--- src/rtl/serial_adder.sv ---
// Bit-serial LSB-first adder: two half-adder passes per bit, one bit per clock,
// with valid/ready handshakes on operand intake and result delivery.
module half_adder (
  input  logic i_a,
  input  logic i_b,
  output logic o_s,
  output logic o_c
);
  assign o_s = i_a ^ i_b;
  assign o_c = i_a & i_b;
endmodule

module serial_adder #(
  parameter int WIDTH = 8
) (
  input  logic             clk,
  input  logic             rst_n,
  input  logic             in_valid,
  output logic             in_ready,
  input  logic [WIDTH-1:0] a,
  input  logic [WIDTH-1:0] b,
  output logic             out_valid,
  input  logic             out_ready,
  output logic [WIDTH-1:0] sum,
  output logic             cout,
  output logic             busy
);

  localparam int CW = $clog2(WIDTH);
  localparam logic [CW-1:0] LAST = CW'(WIDTH - 1);

  typedef enum logic [1:0] {
    S_IDLE,
    S_RUN,
    S_DONE
  } state_t;

  state_t           r_state;
  logic [WIDTH-1:0] r_sa;
  logic [WIDTH-1:0] r_sb;
  logic [WIDTH-1:0] r_res;
  logic             r_c;
  logic [CW-1:0]    r_cnt;
  logic             r_in_ready;
  logic             r_out_valid;
  logic             r_busy;

  logic w_s1;
  logic w_c1;
  logic w_s2;
  logic w_c2;

  half_adder u_ha1 (
    .i_a (r_sa[0]),
    .i_b (r_sb[0]),
    .o_s (w_s1),
    .o_c (w_c1)
  );

  half_adder u_ha2 (
    .i_a (w_s1),
    .i_b (r_c),
    .o_s (w_s2),
    .o_c (w_c2)
  );

  // Handshake and busy flags are registered alongside the state.
  always_ff @(posedge clk) begin
    if (!rst_n) begin
      r_state     <= S_IDLE;
      r_sa        <= '0;
      r_sb        <= '0;
      r_res       <= '0;
      r_c         <= 1'b0;
      r_cnt       <= '0;
      r_in_ready  <= 1'b1;
      r_out_valid <= 1'b0;
      r_busy      <= 1'b0;
    end else begin
      unique case (r_state)
        S_IDLE: begin
          if (in_valid) begin
            r_sa       <= a;
            r_sb       <= b;
            r_c        <= 1'b0;
            r_cnt      <= '0;
            r_state    <= S_RUN;
            r_in_ready <= 1'b0;
            r_busy     <= 1'b1;
          end
        end
        S_RUN: begin
          r_res <= {w_s2, r_res[WIDTH-1:1]};
          r_c   <= w_c1 | w_c2;
          r_sa  <= r_sa >> 1;
          r_sb  <= r_sb >> 1;
          if (r_cnt == LAST) begin
            r_state     <= S_DONE;
            r_out_valid <= 1'b1;
          end else begin
            r_cnt <= r_cnt + 1'b1;
          end
        end
        S_DONE: begin
          if (out_ready) begin
            r_state     <= S_IDLE;
            r_out_valid <= 1'b0;
            r_busy      <= 1'b0;
            r_in_ready  <= 1'b1;
          end
        end
        default: begin
          r_state     <= S_IDLE;
          r_out_valid <= 1'b0;
          r_busy      <= 1'b0;
          r_in_ready  <= 1'b1;
        end
      endcase
    end
  end

  assign in_ready  = r_in_ready;
  assign out_valid = r_out_valid;
  assign busy      = r_busy;
  assign sum       = r_res;
  assign cout      = r_c;

endmodule

--- config.mk ---
export PLATFORM = sky130hd
export DESIGN_NAME = serial_adder
export DESIGN_NICKNAME = d
export VERILOG_FILES = /design/src/rtl/serial_adder.sv
export SDC_FILE = /design/constraint.sdc
export NUM_CORES = 1
export LEC_CHECK = 0
export CORE_MARGIN = 3
export CORE_UTILIZATION = 45
export DETAILED_ROUTE_END_ITERATION = 10
export PLACE_DENSITY = 0.73
export RECOVER_POWER = 50
export SYNTH_ARGS = -nofsm -noshare
export SYNTH_HDL_FRONTEND = slang
export SYNTH_SLANG_ARGS = --single-unit
--- constraint.sdc ---
create_clock -name clk -period 2.8 [get_ports clk]
set_clock_uncertainty 0.05 [all_clocks]
set_input_delay 0.28 -clock clk [delete_from_list [all_inputs] [get_ports clk]]
set_output_delay 0.28 -clock clk [all_outputs]
set_load 0.005 [all_outputs]
* Word level (Yosys, flattened, before mapping)
Index checks and enable logic that the tools add are counted.
** Storage, ports and cells
- Flip-flop bits (word level) :: 33
- Word-level logic and storage cells :: 51
** Cells by class
- Add/sub/neg operators :: 1
- Eq/ne operators :: 7
- Mux-type cells :: 20
- Bitwise logic cells :: 7
- Reductions and logical operators :: 7
** Operators with widths (count)
- one-hot mux 8 bit (2 select lines) :: 2
- two-way mux 8 bit :: 2
- AND reduction 3 bit :: 4
- one-hot mux 1 bit (3 select lines) :: 3
- inequality test 2 bit, second input constant :: 4
- two-way mux 2 bit :: 3
- two-way mux 3 bit :: 2
- one-hot mux 2 bit (3 select lines) :: 1
- one-hot mux 3 bit (2 select lines) :: 1
- two-way mux 1 bit :: 5
- adder 3 x 1 -> 3 bit, second input constant :: 1
- equality test 3 bit, second input constant :: 1
- bitwise AND 1 bit :: 2
- equality test 2 x 1 -> 1 bit, second input constant :: 1
- equality test 2 bit, second input constant :: 1
- logical NOT 2 bit :: 1
- NOT 1 bit :: 2
- one-hot mux 1 bit (2 select lines) :: 1
- AND reduction 2 bit :: 1
- nonzero test 2 bit :: 1
- XOR 1 bit :: 2
- bitwise OR 1 bit :: 1

* Depth between registers and ports, before layout
- Depth in word-level cells :: 4
- Gate-level depth with buffers :: 6
- Depth with buffers taken out :: 5

* By module
From an unflattened synthesis, not the netlist that was laid out.
** Second synthesis, totals
- Cell total of the unflattened synthesis :: 155
- Area total of the unflattened synthesis :: 1437.6 sq um
** By module, submodules not included
- serial_adder :: times used 1, cells an instance 153, area each 1412.6 sq um, sequential area each 660.6 sq um
- half_adder :: times used 2, cells an instance 1, area each 12.5 sq um, sequential area each 0.0 sq um

* Worst setup path after synthesis
Ideal clock, no wire load.
- Path kind :: flip-flop to flip-flop
- Start :: reg r_cnt[0]
- End :: reg r_cnt[0]
- Setup time :: 0.071 ns
- Arrival :: 1.142 ns
- Slack :: 1.538 ns
- Stages on the path, launching flop included :: 6
- Path buffers :: 0
- Period minus slack after synthesis :: 1.262 ns
- Cells stage by stage :: dfxtp_1 ha_1 ha_1 nor4b_1 a31oi_1 a21oi_1
** Between the ends
- Word-level cells in the longest chain between the ends :: 3
** Ends and longest elaborated chain
- start: declaration :: RTL line 43 : logic [CW-1:0] r_cnt;
- start signal: assignment :: RTL line 101 : r_cnt <= r_cnt + 1'b1;
- adder 3 x 1 -> 3 bit or equality test 3 bit (tied branches) :: RTL line 101, 97
- two-way mux 3 bit or inequality test 2 bit (tied branches)
- one-hot mux 3 bit (2 select lines) or AND reduction 3 bit (tied branches)
Several ways; a longest one is shown, not always the timed one. The select of a mux whose other input is x is not followed.
A chain may end at the register's enable or synchronous reset.

* Worst setup path after layout
- Start :: in rst_n
- End :: reg r_sa[7]
** RTL lines
- start: declaration :: RTL line 17 : input logic rst_n,
- end signal: assignment :: RTL line 95 : r_sa <= r_sa >> 1;
- end: declaration :: RTL line 39 : logic [WIDTH-1:0] r_sa;
No word-level cell between the ends.

==> summary.md <==
| Metric | Value |
|---|---|
| CTS tree | done |
| EDFF count, synth | 0 |
| P per Cell Area | ~500 nW/um^2 |
| Max_cap viols | 0 |
| Crit path required time | approximately 2.9 ns |
| Slew Limit Fails | 0 |
| Yosys warns | 0 |
| Initial Util | about half |
| Place WS | 1.077 ns |
| Die area | between 3000 and 4000 um^2 |
| Area Overhead vs Synth | 23.44% |
| DR vias | approximately 1,200 |
| Sequential area share after synthesis | between 40% and 50% |
| VDD IR-drop max | ~0.37 mV |
| Post-Syn Nets | between 150 and 200 |
| Fin Setup TNS | 0 ns |
| Clock power share | between 20% and 30% |
| Antenna violations before repair | 0 |
| Least-Margin Pin Slew | between 0.7 and 0.8 ns |
| Switching share of total power | 26.13% |
| Main synth FF type | dfxtp_1 |
| Commonest non-fill, non-tap cells in the layout | dfxtp_1, nor2_1, nand2_1, clkdlybuf4s50_1, mux2i_1 |
| First-pass GRT wire length | 4.995 mm |
| Clk pin slew, worst setup/hold paths | 0.10 ns |
| Crit path max fanout | 18 |
| Iter 0 DRT Violations | 38 |
| Post-synth cell types | 28 |
| Synth Area in XOR/XNOR | 0% |
| Post-CTS sizing | 0 |
| Ports | 32 |
| GPL Wtd Cong | approximately 0.7 |
| Skew-Pair Late Insertion Delay | around 0.33 ns |
| Largest net degree at the start of global routing | 29 |
| Post-Syn Instances | around 160 |
| CTS HTree Levels | 2 |
| Rel. slew slack | roughly half |
| Critical path capture point type | flip-flop |
| Most common cell after layout, fill and taps aside | dfxtp_1 |
| P_sw | between 200 and 250 uW |
| RSZ-0062 raised after global routing | no |
| CTS buffer count | 5 |
| Core area | between 2000 and 3000 um^2 |
| Post-synthesis simple-gate area fraction | approximately 15% |
| Adder-Cell Fraction of Synth Area | under 10% |
| Hold Fails Final Rpt | 0 |
| Met1 wire length | 1.201 mm |
| Number of global-route vias before repair | 1,164 |
| HPWL after DPL | around 2.1 mm |
| Clk sinks | 33 |
| Fmax | around 540 MHz |
| Die Wd | between 60 and 70 um |
| CTS root buf | clkbuf_4 |
| Post-route design area | 1779 um^2 |
| Antenna Nets Post-Route | 0 |
| Overall Power | around 900 uW |
| Final Util | between 60% and 70% |
| Final nets | approximately 210 |
| Logic pwr share | ~14% |
| Hold WS | roughly 0.42 ns |
| DP Area | roughly 1700 um^2 |
| Startpoint types | input port |
| Multiplexer share of the synthesized area | between 10% and 20% |
| Critical path class | input port to flip-flop |
| Vias per inst | 5.070 |
| Synthesis-stage register bit count | 33 |
| Lkg Pwr | about 0.68 nW |
| CP max stage cell | clkbuf_1 |
| CP max stage delay | around 0.63 ns |
| CTS max path bufs | 2 |
| DR WL/cell | ~12 um |
| Worst EP arrival | about 2.0 ns |
| Die Ht | around 63 um |
| Final WS setup | between 0.9 and 1 ns |
| Core Rows | 19 |
| Residual DRC | 0 |
| Placed cells | 219 |
| Synth Area per Inst | a little over 9 um^2 |
| Worst path cell trace | dlygate4sd3_1 -> inv_1 -> clkbuf_1 -> nor2_1 |
| Detailed Routing Iterations Pass 1 | 4 |
| Highest routed layer | met4 |
| Worst Hold Class | flip-flop to flip-flop |
| ANT cells | 0 |
| Post-CTS setup buffer count | 0 |
| Pint | 659.5 uW |
| Non-Filler Instances | roughly 230 |
| Outcome | completed |
| Gr usage total | between 15 and 20% |
| Grt total ovfl | 0 |
| Port Buffers | 31 |
| # setup viols final | 0 |
| Final worst path period share | about two thirds |
| Async SR Flop Fraction | 0% |
| Post-route minimum period | ~1.9 ns |
| Complex-gate fraction of the synthesized area | 18.58% |
| Hold-fix buffers, CTS | 0 |
| Flop pwr share | around 58% |
| Share of layout cells above drive strength 1 | 7.027% |
| Largest family of logic cells by synthesized area | compound AO/OA/AOI/OAI gates |
| DR WL met2 | 1.451 mm |
| Post-Syn Area | ~1400 um^2 |
| WL met3 | 135 um |
| Routed WL | around 2.8 mm |
-- layer usage --
| metal | global-route usage, % | up-vias |
|---|---|---|
| met2 | 29.16 | 22 |
| li1 | - | 595 |
| met1 | 16.33 | 528 |
| met4 | 6.612 | 0 |
| met5 | 0 | - |
| met3 | 5.576 | 6 |
-- critical path: cells and delay by family --
kind | cells | cell delay (ns)
buf+inv | 3 | 1.59
simple gates | 1 | 0.12
-- layout make-up --
class	count	area, um^2
multi-input combinational	105	666.9
tap	42	52.55
clock inverter	2	10.01
inverter	5	18.77
clock buffer	6	41.29
sequential	33	660.6
fill	283	1121
timing repair buffer	34	329.1
-- registers in the layout, indices dropped and copies added (netlist names) --
signal,count
r_sa,8
sum,8
cout,1
out_valid,1
busy,1
in_ready,1
r_cnt,3
r_sb,8
r_state,2
-- Yosys cell counts (2+ instances only) --
library cell / count / area share (%)
nand2_1: 20 / 5.2
mux2i_1: 15 / 10
ha_1: 2 / 1.7
a211oi_1: 9 / 4.7
buf_2: 2 / 0.69
a211oi_2: 6 / 5.2
a31oi_1: 3 / 1.3
o21ai_0: 2 / 0.69
dfxtp_1: 33 / 46
nor2b_1: 2 / 0.87
a22oi_1: 2 / 1.0
nor2_1: 21 / 5.5
nand3_1: 4 / 1.4
a21oi_1: 11 / 3.8
buf_6: 4 / 3.1
inv_1: 5 / 1.3
clkbuf_1: 3 / 0.78
-- power by group through the flow --
stage               registers (mW)  clock network, mW  logic, mW
floorplan                    0.519                  0     0.0927
global placement             0.524                  0      0.129
detailed placement           0.526                  0      0.134
CTS                          0.515              0.260      0.135
global route                 0.518              0.283      0.143
finish                       0.514              0.249      0.129
-- worst paths after layout --
kind	from	end	slack, ns	depth (start not counted)
min reg2reg	sum[3]	sum[2]	0.42	2
min	sum[3]	sum[2]	0.42	2
max	rst_n	r_sa[7]	0.94	4
max reg2reg	r_state[0]	sum[7]	1.09	3
-- kinds of logic after synthesis --
kind of cell | after synthesis
and+or+nand+nor | 51
DFF | 33
AOI/OAI and AO/OA | 36
adders and majority gates | 3
buffers and inverters | 17
muxes | 15
Note: power is estimated with default switching activity, not from simulation.
